**config.mk**
```make
export PLATFORM = sky130hd
export DESIGN_NAME = fragment_writer
export DESIGN_NICKNAME = d
export VERILOG_FILES = /design/src/rtl/fragment_writer.sv
export SDC_FILE = /design/constraint.sdc
export NUM_CORES = 1
export LEC_CHECK = 0
export BUFFER_PORTS_ARGS = -buffer_cell sky130_fd_sc_hd__clkbuf_2
export CORE_AREA = 3 3 142 144
export DETAILED_ROUTE_END_ITERATION = 16
export DIE_AREA = 0 0 145 147
export PLACE_DENSITY = 0.71
export SLEW_MARGIN = 40
export SYNTH_ARGS = -nofsm -noshare
export SYNTH_HDL_FRONTEND = slang
export SYNTH_SLANG_ARGS = --single-unit
```
**constraint.sdc**
```tcl
create_clock -name clk -period 3.45 [get_ports clk]
set_input_delay 0.345 -clock clk [delete_from_list [all_inputs] [get_ports clk]]
set_output_delay 0.345 -clock clk [all_outputs]
set_load 0.05 [all_outputs]
```
**src/rtl/fragment_writer.sv**
```systemverilog
// Fragment sink: screen-space cull, optional depth test, RGB565 framebuffer write, full-screen clear.
// Define FRAGMENT_WRITER_DEPTH_TEST_EN to enable the external depth-buffer read/compare/write path.
module fragment_writer #(
  parameter int          INT_BITS      = 16,
  parameter int          FRAC_BITS     = 16,
  parameter int          DATA_WIDTH    = INT_BITS + FRAC_BITS,
  parameter int          N_ATTR        = 4,
  parameter int          SCREEN_WIDTH  = 640,
  parameter int          SCREEN_HEIGHT = 360,
  parameter int          ADDR_WIDTH    = 18,
  parameter logic [15:0] CLEAR_COLOR   = 16'h0000
) (
  input  logic                         clk,
  input  logic                         rst,
  input  logic signed [DATA_WIDTH-1:0] i_fragment_x,
  input  logic signed [DATA_WIDTH-1:0] i_fragment_y,
  input  logic signed [DATA_WIDTH-1:0] i_fragment_attr [N_ATTR],
  input  logic                         i_dv,
  output logic                         o_ready,
  input  logic                         i_clear,
  output logic                         o_zbuf_rd_en,
  output logic [ADDR_WIDTH-1:0]        o_zbuf_rd_addr,
  input  logic [15:0]                  i_zbuf_rd_data,
  output logic                         o_zbuf_wr_en,
  output logic [ADDR_WIDTH-1:0]        o_zbuf_wr_addr,
  output logic [15:0]                  o_zbuf_wr_data,
  output logic                         o_fb_wr_en,
  output logic [ADDR_WIDTH-1:0]        o_fb_wr_addr,
  output logic [15:0]                  o_fb_wr_data,
  input  logic                         i_fb_ready,
  output logic                         o_busy,
  output logic [31:0]                  o_written_count,
  output logic [31:0]                  o_rejected_count
);
  localparam int N_PIXELS = SCREEN_WIDTH * SCREEN_HEIGHT;
  localparam logic [ADDR_WIDTH-1:0] LAST_ADDR = ADDR_WIDTH'(N_PIXELS - 1);

  typedef enum logic [2:0] {IDLE, READ, COMPARE, WRITE, CLEAR} state_t;

  state_t                r_state, w_state_nxt;
  logic [ADDR_WIDTH-1:0] r_addr, r_clr_cnt;
  logic [15:0]           r_rgb;
  logic                  r_clear_pending;
  logic [31:0]           r_written_count, r_rejected_count;
  logic                  w_inc_wr, w_inc_rej, w_clr_done, w_accept, w_offscreen;
  logic [INT_BITS-1:0]   w_px, w_py;
  logic [ADDR_WIDTH-1:0] w_addr;
  logic [15:0]           w_r16, w_g16, w_b16, w_rgb;

  // Negative -> 0, >= 1.0 -> all ones, else the top 16 fraction bits.
  function automatic logic [15:0] f_clamp16(input logic signed [DATA_WIDTH-1:0] a);
    if (a[DATA_WIDTH-1])                  return 16'h0000;
    else if (a[DATA_WIDTH-2:FRAC_BITS] != '0) return 16'hFFFF;
    else                                  return a[FRAC_BITS-1 -: 16];
  endfunction

  assign w_px        = i_fragment_x[DATA_WIDTH-1:FRAC_BITS];
  assign w_py        = i_fragment_y[DATA_WIDTH-1:FRAC_BITS];
  assign w_offscreen = w_px[INT_BITS-1] | (w_px >= INT_BITS'(SCREEN_WIDTH)) |
                       w_py[INT_BITS-1] | (w_py >= INT_BITS'(SCREEN_HEIGHT));
  assign w_addr      = ADDR_WIDTH'(w_py) * ADDR_WIDTH'(SCREEN_WIDTH) + ADDR_WIDTH'(w_px);
  assign w_r16       = f_clamp16(i_fragment_attr[1]);
  assign w_g16       = f_clamp16(i_fragment_attr[2]);
  assign w_b16       = f_clamp16(i_fragment_attr[3]);
  assign w_rgb       = {w_r16[15:11], w_g16[15:10], w_b16[15:11]};
  assign w_accept    = (r_state == IDLE) && !r_clear_pending && i_dv;

`ifdef FRAGMENT_WRITER_DEPTH_TEST_EN
  logic [15:0] r_z16;
  logic        w_unused_bits;
  assign w_unused_bits = ^{i_fragment_x[FRAC_BITS-1:0], i_fragment_y[FRAC_BITS-1:0],
                           w_r16[10:0], w_g16[9:0], w_b16[10:0]};

  always_ff @(posedge clk) begin
    if (rst)                          r_z16 <= '0;
    else if (w_accept && !w_offscreen) r_z16 <= f_clamp16(i_fragment_attr[0]);
  end
`else
  logic w_unused_bits;
  assign w_unused_bits = ^{i_fragment_x[FRAC_BITS-1:0], i_fragment_y[FRAC_BITS-1:0],
                           w_r16[10:0], w_g16[9:0], w_b16[10:0],
                           i_fragment_attr[0], i_zbuf_rd_data};
`endif

  always_comb begin
    w_state_nxt    = r_state;
    o_ready        = 1'b0;
    o_busy         = 1'b1;
    o_zbuf_rd_en   = 1'b0;
    o_zbuf_rd_addr = '0;
    o_zbuf_wr_en   = 1'b0;
    o_zbuf_wr_addr = '0;
    o_zbuf_wr_data = '0;
    o_fb_wr_en     = 1'b0;
    o_fb_wr_addr   = '0;
    o_fb_wr_data   = '0;
    w_inc_wr       = 1'b0;
    w_inc_rej      = 1'b0;
    w_clr_done     = 1'b0;
    case (r_state)
      IDLE: begin
        o_busy = 1'b0;
        // A pending clear takes priority over accepting the next fragment.
        if (r_clear_pending) begin
          w_state_nxt = CLEAR;
        end else begin
          o_ready = 1'b1;
          if (i_dv) begin
            if (w_offscreen) w_inc_rej = 1'b1;
`ifdef FRAGMENT_WRITER_DEPTH_TEST_EN
            else             w_state_nxt = READ;
`else
            else             w_state_nxt = WRITE;
`endif
          end
        end
      end
`ifdef FRAGMENT_WRITER_DEPTH_TEST_EN
      READ: begin
        o_zbuf_rd_en   = 1'b1;
        o_zbuf_rd_addr = r_addr;
        w_state_nxt    = COMPARE;
      end
      COMPARE: begin
        if (r_z16 < i_zbuf_rd_data) begin
          w_state_nxt = WRITE;
        end else begin
          w_inc_rej   = 1'b1;
          w_state_nxt = IDLE;
        end
      end
`endif
      WRITE: begin
        o_fb_wr_en   = 1'b1;
        o_fb_wr_addr = r_addr;
        o_fb_wr_data = r_rgb;
`ifdef FRAGMENT_WRITER_DEPTH_TEST_EN
        o_zbuf_wr_en   = i_fb_ready;
        o_zbuf_wr_addr = r_addr;
        o_zbuf_wr_data = r_z16;
`endif
        if (i_fb_ready) begin
          w_inc_wr    = 1'b1;
          w_state_nxt = IDLE;
        end
      end
      CLEAR: begin
        o_fb_wr_en   = 1'b1;
        o_fb_wr_addr = r_clr_cnt;
        o_fb_wr_data = CLEAR_COLOR;
`ifdef FRAGMENT_WRITER_DEPTH_TEST_EN
        o_zbuf_wr_en   = i_fb_ready;
        o_zbuf_wr_addr = r_clr_cnt;
        o_zbuf_wr_data = 16'hFFFF;
`endif
        if (i_fb_ready && (r_clr_cnt == LAST_ADDR)) begin
          w_clr_done  = 1'b1;
          w_state_nxt = IDLE;
        end
      end
      default: w_state_nxt = IDLE;
    endcase
  end

  always_ff @(posedge clk) begin
    if (rst) begin
      r_state          <= IDLE;
      r_addr           <= '0;
      r_rgb            <= '0;
      r_clear_pending  <= 1'b0;
      r_clr_cnt        <= '0;
      r_written_count  <= '0;
      r_rejected_count <= '0;
    end else begin
      r_state         <= w_state_nxt;
      r_clear_pending <= i_clear | (r_clear_pending & ~w_clr_done);
      if (w_accept && !w_offscreen) begin
        r_addr <= w_addr;
        r_rgb  <= w_rgb;
      end
      if (r_state == IDLE)                    r_clr_cnt <= '0;
      else if (r_state == CLEAR && i_fb_ready) r_clr_cnt <= r_clr_cnt + ADDR_WIDTH'(1);
      if (w_inc_wr)  r_written_count  <= r_written_count + 32'd1;
      if (w_inc_rej) r_rejected_count <= r_rejected_count + 32'd1;
    end
  end

  assign o_written_count  = r_written_count;
  assign o_rejected_count = r_rejected_count;
endmodule
```
# After elaboration in Yosys (flattened, before gate mapping)
# Cells that the tools add are included.
# op_classes
addsub	4
bitwise_logic	6
reduce_logical	14
n_eq_ne	7
mul	1
n_mux	26
order_cmp	2
# op_table
operator	count
$mux W16	7
$add A32 B1 Y32 const B	2
$reduce_bool A15 Y1	3
$pmux W18 S2	1
$add A18 B1 Y18 const B	1
$add A18 B16 Y18	1
$eq A18 B18 Y1 const B	1
$ge A16 B10 Y1 const B	1
$ge A16 B9 Y1 const B	1
$mul A16 B3 Y11 const B	1
$mux W3	5
$mux W1	12
$pmux W3 S3	1
$ne A3 B3 Y1 const B	2
$logic_and A1 B1 Y1	5
$ne A2 B2 Y1 const B	2
$or A1 B1 Y1	4
$reduce_and A4 Y1	1
$reduce_or A2 Y1	2
$eq A3 B2 Y1 const B	1
$eq A3 B3 Y1 const B	1
$logic_not A3 Y1	1
$logic_not A1 Y1	2
$and A1 B1 Y1	1
$not A1 Y1	1
# word_totals
regBits	120
wordCells	67
inputBits	213
output_inout_bits	155

# Longest topological paths before layout
# Gate-level depths: netlist of run 1.
# depth
ltp_word	8
mapped_depth	13
ltp_nobuf	13

# Worst setup path after synthesis of run 1
# OpenSTA, ideal clock, no wires.
# synth_timing
kind	input -> register
start	input port i_fragment_y[17]
end	register r_addr[17]
required_time_ns	3.364
path_slack_ns	0.587
cell_stages	12
setup_time_ns	0.086
t_arrival_ns	2.778
n_path_buf	0
path_cell_list	ha_1 ha_1 fa_1 a21oi_1 inv_1 a21oi_1 xnor2_1 ha_1 or3_1 o211ai_1 xnor2_1 a211oi_1
# synth_via
elab_chain_cells	4
elab_cells_between_ends	6
cone_classes	1 x add/sub; 1 x mul; 1 x order compare; 1 x bitwise; 2 x reduce/logical
# synth_lines
item	line	rtl
from (decl)	16	input logic signed [DATA_WIDTH-1:0] i_fragment_y,
parallel branches: the longest is 4 deep, another holds $add A18 B16 Y18	-	
to (signal assigned)	178	r_addr <= w_addr;
to (decl)	41	logic [ADDR_WIDTH-1:0] r_addr, r_clr_cnt;
# Parallel ways; which one is timed is not known.
# A chain may end at the register's enable or synchronous reset.

# Worst setup path after layout of run 1
# Ends and elaborated chain as after synthesis.

==> metrics.log, run 1 <==
[metrics] status: finished, final reports clean
[metrics] aggregate negative setup slack: 0 ns
[metrics] crit path time final: 2.81 ns
[metrics] Std-Cell Rows: 50
[metrics] distinct cell type count of the synthesized netlist: 53
[metrics] Setup Skew: ~0.014 ns
[metrics] fraction of synthesized cell area taken by the top area cell type: 0.346
[metrics] number of setup buffers added after CTS: 0
[metrics] initial antenna violation count: 0
[metrics] CTS tree: yes
[metrics] CTS Root Cell: sky130_fd_sc_hd__clkbuf_16
[metrics] H-tree levels: 4
[metrics] most common cell after layout, fill and taps aside: sky130_fd_sc_hd__clkbuf_2
[metrics] dominant cells by area after synthesis: sky130_fd_sc_hd__dfxtp_1 35%, sky130_fd_sc_hd__nor2_1 6.0%, sky130_fd_sc_hd__buf_4 5.9%, sky130_fd_sc_hd__ha_1 5.6%, sky130_fd_sc_hd__xor2_1 5.2%
[metrics] number of iterations in the first detailed-routing pass: 4
[metrics] post-synthesis async set-or-reset flop share: 0
[metrics] global-route wire length before repair: around 30000 um
[metrics] horizontal die dimension: 145 um
[metrics] nature of the critical path startpoint: primary input
[metrics] relative max-transition margin: 0.512
[metrics] CTS sink count: ~120
[metrics] share of cells above drive strength 1: 0.240
[metrics] power density of the placed cells: 422 nW/um^2
[metrics] Worst-path clk slew: 0.06 ns
[metrics] FMAX: approximately 360 MHz
[metrics] EDFF count, synth: 0
[metrics] part of the cycle the worst path needs: 0.815
[metrics] arrival time at the worst endpoint: 3.13 ns
[metrics] diode insertion count for antenna repair: 0
[metrics] wire length per cell: 13.9 um
[metrics] Remaining DRCs: 0
[metrics] Inserted Clock Buffers: 17
[metrics] total standard cell area after synthesis: 6890 sq um
[metrics] kind of critical path: primary input to flop
[metrics] initial core utilization: 0.366
[metrics] via/cell ratio: a little under 5
[metrics] most instantiated flip-flop cell in the synthesis netlist: sky130_fd_sc_hd__dfxtp_1
[metrics] number of hold-slack violations in the final timing report: 0
[metrics] total of max-cap violations: 0
[metrics] hold-fix buffer count after cts: 0
[metrics] via count of the first global-routing pass: 6009
[metrics] Total Wirelength: 18300 um
[metrics] via count: 6338
[metrics] share of synthesized area occupied by flip-flops and latches: 0.346
[metrics] final setup vio count: 0
[metrics] leading cell types in the layout, fill and taps excluded: 200 x sky130_fd_sc_hd__clkbuf_2, 119 x sky130_fd_sc_hd__dfxtp_1, 110 x sky130_fd_sc_hd__nor2_1
[metrics] Clock Latency Late Sink: roughly 0.41 ns
[metrics] Post-Place Worst Slack: 0.229 ns
[metrics] RSZ-0062 raised after global routing: no
[metrics] total half-perimeter wirelength after legalization and detailed placement: approximately 14000 um
[metrics] peak fanout along the critical path: 5
[metrics] GR Util All Layers: 0.170
[metrics] number of gates resized after CTS: 0
[metrics] net count reported at finish: 1287
[metrics] library cell with the largest summed area after synthesis: sky130_fd_sc_hd__dfxtp_1
[metrics] static leakage: 3.48 nW
[metrics] die footprint: 21300 sq um
[metrics] slew at the pin closest to its max-slew limit: 0.730 ns
[metrics] kind of path behind the tightest hold check: primary input to flop
[metrics] pin count of the biggest net entering global routing: between 50 and 60
[metrics] Iter 0 DRT Violations: 276
[metrics] number of nets still failing antenna checks after routing: 0
[metrics] peak supply drop: 341 uV
[metrics] average instance area after synthesis: ~8.1 sq um
[metrics] # IOs: ~370
[metrics] synthesis warning total: 0
[metrics] total congestion overflow after global routing: 0
[metrics] area growth from synthesis to final layout: 23.1%
[metrics] critical path capture point type: flop
[metrics] floorplan core area: roughly 19000 sq um
[metrics] minimum setup slack in the final design: between 0.6 and 0.7 ns
[metrics] Longest Clk Path Bufs: 2
[metrics] gp weighted congestion: 0.803
[metrics] CP Data Required Time: 3.77 ns
[metrics] count of fill cells added during filler insertion: 1881
[metrics] PortBufs: 201
[metrics] post-synthesis register bit count: 119
[metrics] number of standard cells after synthesis: 849
[metrics] Die H: ~150 um
[metrics] count of pins over their slew limit: 0
## power breakdown
part / internal [W] / leakage, nW / switching [W]
clock: 0.000998 / 0.264 / 0.000636
combinational: 0.000183 / 2.26 / 0.000379
sequential: 0.00138 / 0.959 / 0.00000384
total: 0.00256 / 3.48 / 0.00102
## state kept, by name, summed over array words and instances, names as in the netlist
name / cells
r_rgb: 16
o_written_count: 32
r_addr: 18
r_clear_pending: 1
r_state: 2
r_clr_cnt: 18
o_rejected_count: 32
## layout make-up
| cell class | count | area [sq um] | share of cell area |
|---|---|---|---|
| Clock inverter | 13 | 108 | 0.0127 |
| Timing Repair Buffer | 208 | 1060 | 0.125 |
| Inverter | 18 | 67.6 | 0.00797 |
| Multi-Input combinational cell | 677 | 4090 | 0.483 |
| Tap cell | 260 | 325 | 0.0384 |
| Sequential cell | 119 | 2380 | 0.281 |
| Clock buffer | 18 | 439 | 0.0518 |
## final timing paths
check             cells after the start               startpoint  slack, ns                               end
setup / recovery                     13         i_fragment_y[17]       0.64           r_addr[17]$_SDFFE_PP0P_
hold / removal                        3         i_fragment_x[18]       0.15            r_addr[2]$_SDFFE_PP0P_
setup reg to reg                      8  r_state[2]$_SDFFE_PP0P_       1.01  o_written_count[24]$_SDFFE_PP0P_
hold reg to reg                       2    r_rgb[6]$_SDFFE_PP0P_       0.45             r_rgb[6]$_SDFFE_PP0P_
## worst max-delay path: stages
cell and delay, ns:
sky130_fd_sc_hd__clkbuf_2 0.11, sky130_fd_sc_hd__ha_1 0.29, sky130_fd_sc_hd__ha_1 0.23, sky130_fd_sc_hd__fa_1 0.41, sky130_fd_sc_hd__a21oi_1 0.25, sky130_fd_sc_hd__inv_1 0.06, sky130_fd_sc_hd__a21oi_1 0.18, sky130_fd_sc_hd__xnor2_1 0.12
sky130_fd_sc_hd__ha_1 0.25, sky130_fd_sc_hd__or3_1 0.35, sky130_fd_sc_hd__o211ai_1 0.19, sky130_fd_sc_hd__xnor2_1 0.11, sky130_fd_sc_hd__a211oi_1 0.23
## routing by layer
| layer | track usage | up-vias | wire (um) |
|---|---|---|---|
| met2 | 0.284 | 216 | 8550 |
| li1 | - | 3221 | - |
| met1 | 0.207 | 2885 | 8070 |
| met5 | 0 | - | 0 |
| met3 | 0.0561 | 16 | 1290 |
| met4 | 0.0561 | 0 | 403 |
## cell usage after synthesis, types with 3 or more instances
master and n:
sky130_fd_sc_hd__inv_1 18, sky130_fd_sc_hd__o21a_1 5, sky130_fd_sc_hd__and3_1 12, sky130_fd_sc_hd__xnor2_1 39, sky130_fd_sc_hd__buf_4 54, sky130_fd_sc_hd__a211oi_1 6
sky130_fd_sc_hd__a22oi_1 18, sky130_fd_sc_hd__xor2_1 41, sky130_fd_sc_hd__clkbuf_1 26, sky130_fd_sc_hd__nor3_1 17, sky130_fd_sc_hd__nor2b_1 21, sky130_fd_sc_hd__ha_1 31
sky130_fd_sc_hd__o211ai_1 3, sky130_fd_sc_hd__o21ai_0 15, sky130_fd_sc_hd__nor4_1 17, sky130_fd_sc_hd__nand3_1 37, sky130_fd_sc_hd__o21bai_1 3, sky130_fd_sc_hd__nor2_1 110
sky130_fd_sc_hd__nand2b_1 3, sky130_fd_sc_hd__nand4_1 20, sky130_fd_sc_hd__a21oi_1 53, sky130_fd_sc_hd__nand2_1 79, sky130_fd_sc_hd__dfxtp_1 119, sky130_fd_sc_hd__and2_1 21
sky130_fd_sc_hd__or3_1 27, sky130_fd_sc_hd__and4_1 10, sky130_fd_sc_hd__nor4_2 5, sky130_fd_sc_hd__buf_2 6
## cell families (layout without fill, tap and decap cells)
kind of cell,count (synthesis),after routing,synth area share
simple gates,391,391,0.291
compound gates,117,117,0.105
flops,119,119,0.346
other cells,1,54,0.000545
xor+xnor,80,80,0.102
fa+ha+maj,33,33,0.0621
buf+inv,106,257,0.0905
mux,2,2,0.00291
## per-stage QoR
stage | hold WS (ns) | instances | power (W) | instance area, sq um | utilization
floorplan | 0.427 | 902 | 0.00188 | 7080 | -
global placement | 0.435 | 1282 | 0.00196 | 7930 | 0.421
detailed placement | 0.440 | 1282 | 0.00197 | 7930 | 0.421
CTS | 0.131 | 1313 | 0.00362 | 8480 | 0.450
global route | 0.155 | 1313 | 0.00375 | 8480 | 0.450
finish | 0.153 | 1313 | 0.00358 | 8480 | 0.450
(Power assumes the default switching activity.)
==> inputs of run 2 (changes only) <==
==> constraint.sdc (replaced) <==
create_clock -name clk -period 2.9 [get_ports clk]
set_input_delay 0.29 -clock clk [delete_from_list [all_inputs] [get_ports clk]]
set_output_delay 0.29 -clock clk [all_outputs]
set_load 0.05 [all_outputs]
==> run 2 against run 1 <==
First-iteration DRC count grew 5.8%. Final cell count grew 1.4%. Utilization grew 1.2 points. Largest cell class unchanged. Sequential share of layout area shrank 0.73 points. Clock skew shrank 0.0048 ns. Wire length grew 0.28%. Critical path type unchanged.
==> metrics.log, run 2 (synthesis gave the netlist of run 1 again) <==
[metrics] status: finished, final reports clean
[metrics] leading cell types in the layout, fill and taps excluded: 200 x sky130_fd_sc_hd__clkbuf_2, 119 x sky130_fd_sc_hd__dfxtp_1, 110 x sky130_fd_sc_hd__nor2_1
[metrics] launch instance of the worst min-delay path: i_clear
[metrics] Total Wirelength: 18400 um (+0.28%)
[metrics] number of gates resized after CTS: 0 (unchanged)
[metrics] CP Data Required Time: 3.21 ns (-0.56 ns)
[metrics] GR Util All Layers: 0.170 (+0.000615)
[metrics] number of iterations in the first detailed-routing pass: 4 (unchanged)
[metrics] part of the cycle the worst path needs: 0.919
[metrics] Cell Int Power: 0.00329 W (+29%)
[metrics] Remaining DRCs: 0 (unchanged)
[metrics] aggregate negative setup slack: 0 ns (unchanged)
[metrics] initial antenna violation count: 0 (unchanged)
[metrics] net count reported at finish: 1305 (+1.4%)
[metrics] Clock Latency Late Sink: 0.41 ns (about the same)
[metrics] final core utilization: 0.462 (+0.0120)
[metrics] via count: 6389 (+0.80%)
[metrics] most common cell after layout, fill and taps aside: sky130_fd_sc_hd__clkbuf_2
[metrics] critical path capture point type: flop
[metrics] CTS Root Cell: sky130_fd_sc_hd__clkbuf_16
[metrics] # IOs: 368 (unchanged)
[metrics] FMAX: between 300 and 400 MHz
[metrics] area growth from synthesis to final layout: 26.4%
[metrics] Die H: 147 um (unchanged)
[metrics] overall power of the completed layout: 0.00454 W (+27%)
[metrics] Iter 0 DRT Violations: 292 (+5.8%)
[metrics] CTS sink count: 119 (unchanged)
[metrics] Worst-path clk slew: 0.05 ns (about the same)
[metrics] peak supply drop: 415 uV (+22%)
[metrics] post-placement cell count: 1300 (+1.4%)
[metrics] sum of buffers and inverters on the critical path: 2 (unchanged)
[metrics] worst setup path start: i_fragment_y[17]
[metrics] kind of path behind the tightest hold check: primary input to flop
[metrics] H-tree levels: 4 (unchanged)
[metrics] count of pins over their slew limit: 0 (unchanged)
[metrics] share of total power in sequential cells: 0.362 (-0.025)
[metrics] share of cells above drive strength 1: 0.254 (+0.0135)
[metrics] total half-perimeter wirelength after legalization and detailed placement: 14300 um (+0.66%)
[metrics] PortBufs: 201 (unchanged)
[metrics] list of cells traversed by the critical path: clkbuf_2 > ha_1 > ha_1 > fa_1 > a21oi_1 > inv_1 > a21oi_1 > xnor2_1 > ha_1 > or3_1 > o211ai_1 > xnor2_1 > a211oi_1
[metrics] cell family with the largest share of critical-path delay: adder cells
[metrics] Worst path most repeated cell: sky130_fd_sc_hd__ha_1
[metrics] RSZ-0062 raised after global routing: no
[metrics] total congestion overflow after global routing: 0 (unchanged)
[metrics] final setup vio count: 0 (unchanged)
[metrics] nature of the critical path startpoint: primary input
[metrics] clock share of power: 0.478 (+0.021)
[metrics] crit path time final: between 2 and 3 ns
[metrics] static leakage: 3.62 nW (+3.8%)
[metrics] peak fanout along the critical path: 3 (-2)
[metrics] number of setup buffers added after CTS: 0 (unchanged)
[metrics] number of hold-slack violations in the final timing report: 0 (unchanged)
[metrics] arrival time at the worst endpoint: 2.98 ns (-0.15 ns)
[metrics] count of fill cells added during filler insertion: 1895 (+0.74%)
[metrics] Longest Clk Path Bufs: 2 (unchanged)
[metrics] Post-Layout Cell Count: 1332 (+1.4%)
[metrics] relative max-transition margin: 0.523 (+0.0112)
[metrics] largest incremental delay on the critical path: 0.40 ns (about the same)
[metrics] CP max-delay cell: sky130_fd_sc_hd__fa_1
[metrics] CTS tree: yes
[metrics] diode insertion count for antenna repair: 0 (unchanged)
[metrics] pin count of the biggest net entering global routing: 58 (-1.7%)
[metrics] startpoint of the lowest-slack register-to-register path: r_state[1]$_SDFFE_PP0P_
[metrics] gp weighted congestion: 0.817 (+1.7%)
[metrics] net switching fraction of the power: 0.276 (-0.00881)
[metrics] die footprint: 21300 sq um (unchanged)
[metrics] via count of the first global-routing pass: 6027 (+0.30%)
[metrics] number of nets still failing antenna checks after routing: 0 (unchanged)
[metrics] power density of the placed cells: 522 nW/um^2 (+24%)
[metrics] wire length per cell: 13.8 um (-1.1%)
[metrics] kind of critical path: primary input to flop
[metrics] global-route wire length before repair: 30000 um (-0.16%)
[metrics] Inserted Clock Buffers: 17 (unchanged)
[metrics] Setup Skew: 0.00891 ns (-0.00480 ns)
[metrics] initial core utilization: 0.366 (unchanged)
[metrics] total of max-cap violations: 0 (unchanged)
[metrics] floorplan core area: 18800 sq um (unchanged)
[metrics] hold-fix buffer count after cts: 0 (unchanged)
[metrics] horizontal die dimension: 145 um (unchanged)
[metrics] slew at the pin closest to its max-slew limit: 0.713 ns (-0.0168 ns)
[metrics] Std-Cell Rows: 50 (unchanged)
[metrics] Comb power frac: 0.160 (+0.003)
[metrics] Switching Power: 0.00125 W (+23%)
[metrics] via/cell ratio: 4.80 (-0.63%)
## run 2: cell count changes in the layout (fill, tap and decap cells not counted), sizes merged
cell | before | now
buf | 8 | 26
bufinv | 1 | 3
clkinvlp | 4 | 2
inv | 19 | 21
clkinv | 7 | 6
## run 2: final cells by class
cell class / instances / area [sq um] / area share
timing repair buffer: 226 / 1220 / 0.140
sequential: 119 / 2380 / 0.274
clock buffer: 18 / 439 / 0.0505
inverter: 18 / 67.6 / 0.00777
multi-input combinational: 677 / 4090 / 0.470
clock inverter: 14 / 173 / 0.0198
tap: 260 / 325 / 0.0374
## run 2: stage by stage
step                worst slack, ns  instance area, sq um  hold slack, ns
global placement             -0.105                  8090           0.435
CTS                           0.205                  8700          0.0809
finish                        0.234                  8700          0.0944
floorplan                    0.0917                  7080           0.407
global route                0.00628                  8700          0.0833
detailed placement           -0.218                  8090           0.440
## run 2: power by group through the flow
stage / registers [W] / logic (W) / clock network, W
3_3_place_gp: 0.00168 / 0.000717 / 0
4_1_cts: 0.00164 / 0.000728 / 0.00223
2_1_floorplan: 0.00169 / 0.000548 / 0
3_5_place_dp: 0.00168 / 0.000725 / 0
5_1_grt: 0.00164 / 0.000800 / 0.00230
6_report: 0.00165 / 0.000725 / 0.00217
## run 2: tightest hold or removal path: stages
cell                       delay [ns]
sky130_fd_sc_hd__clkbuf_2        0.08
sky130_fd_sc_hd__a21oi_1         0.03
sky130_fd_sc_hd__nor2_1          0.06
## run 2: metal layers
metal | GRT usage | up-vias | share of wire
li1 | - | 3247 | -
met1 | 0.210 | 2916 | 0.44
met2 | 0.295 | 212 | 0.48
met3 | 0.0490 | 14 | 0.067
met4 | 0.0413 | 0 | 0.013
met5 | 0 | - | 0
## run 2: worst paths after layout
path         slack [ns]  cells past startpoint                    endpoint
max                0.23                     13     r_addr[17]$_SDFFE_PP0P_
max reg2reg        0.65                      8  r_clr_cnt[17]$_SDFFE_PP0P_
min reg2reg        0.45                      2      r_rgb[11]$_SDFFE_PP0P_
min                0.09                      3  r_clear_pending$_SDFF_PP0_
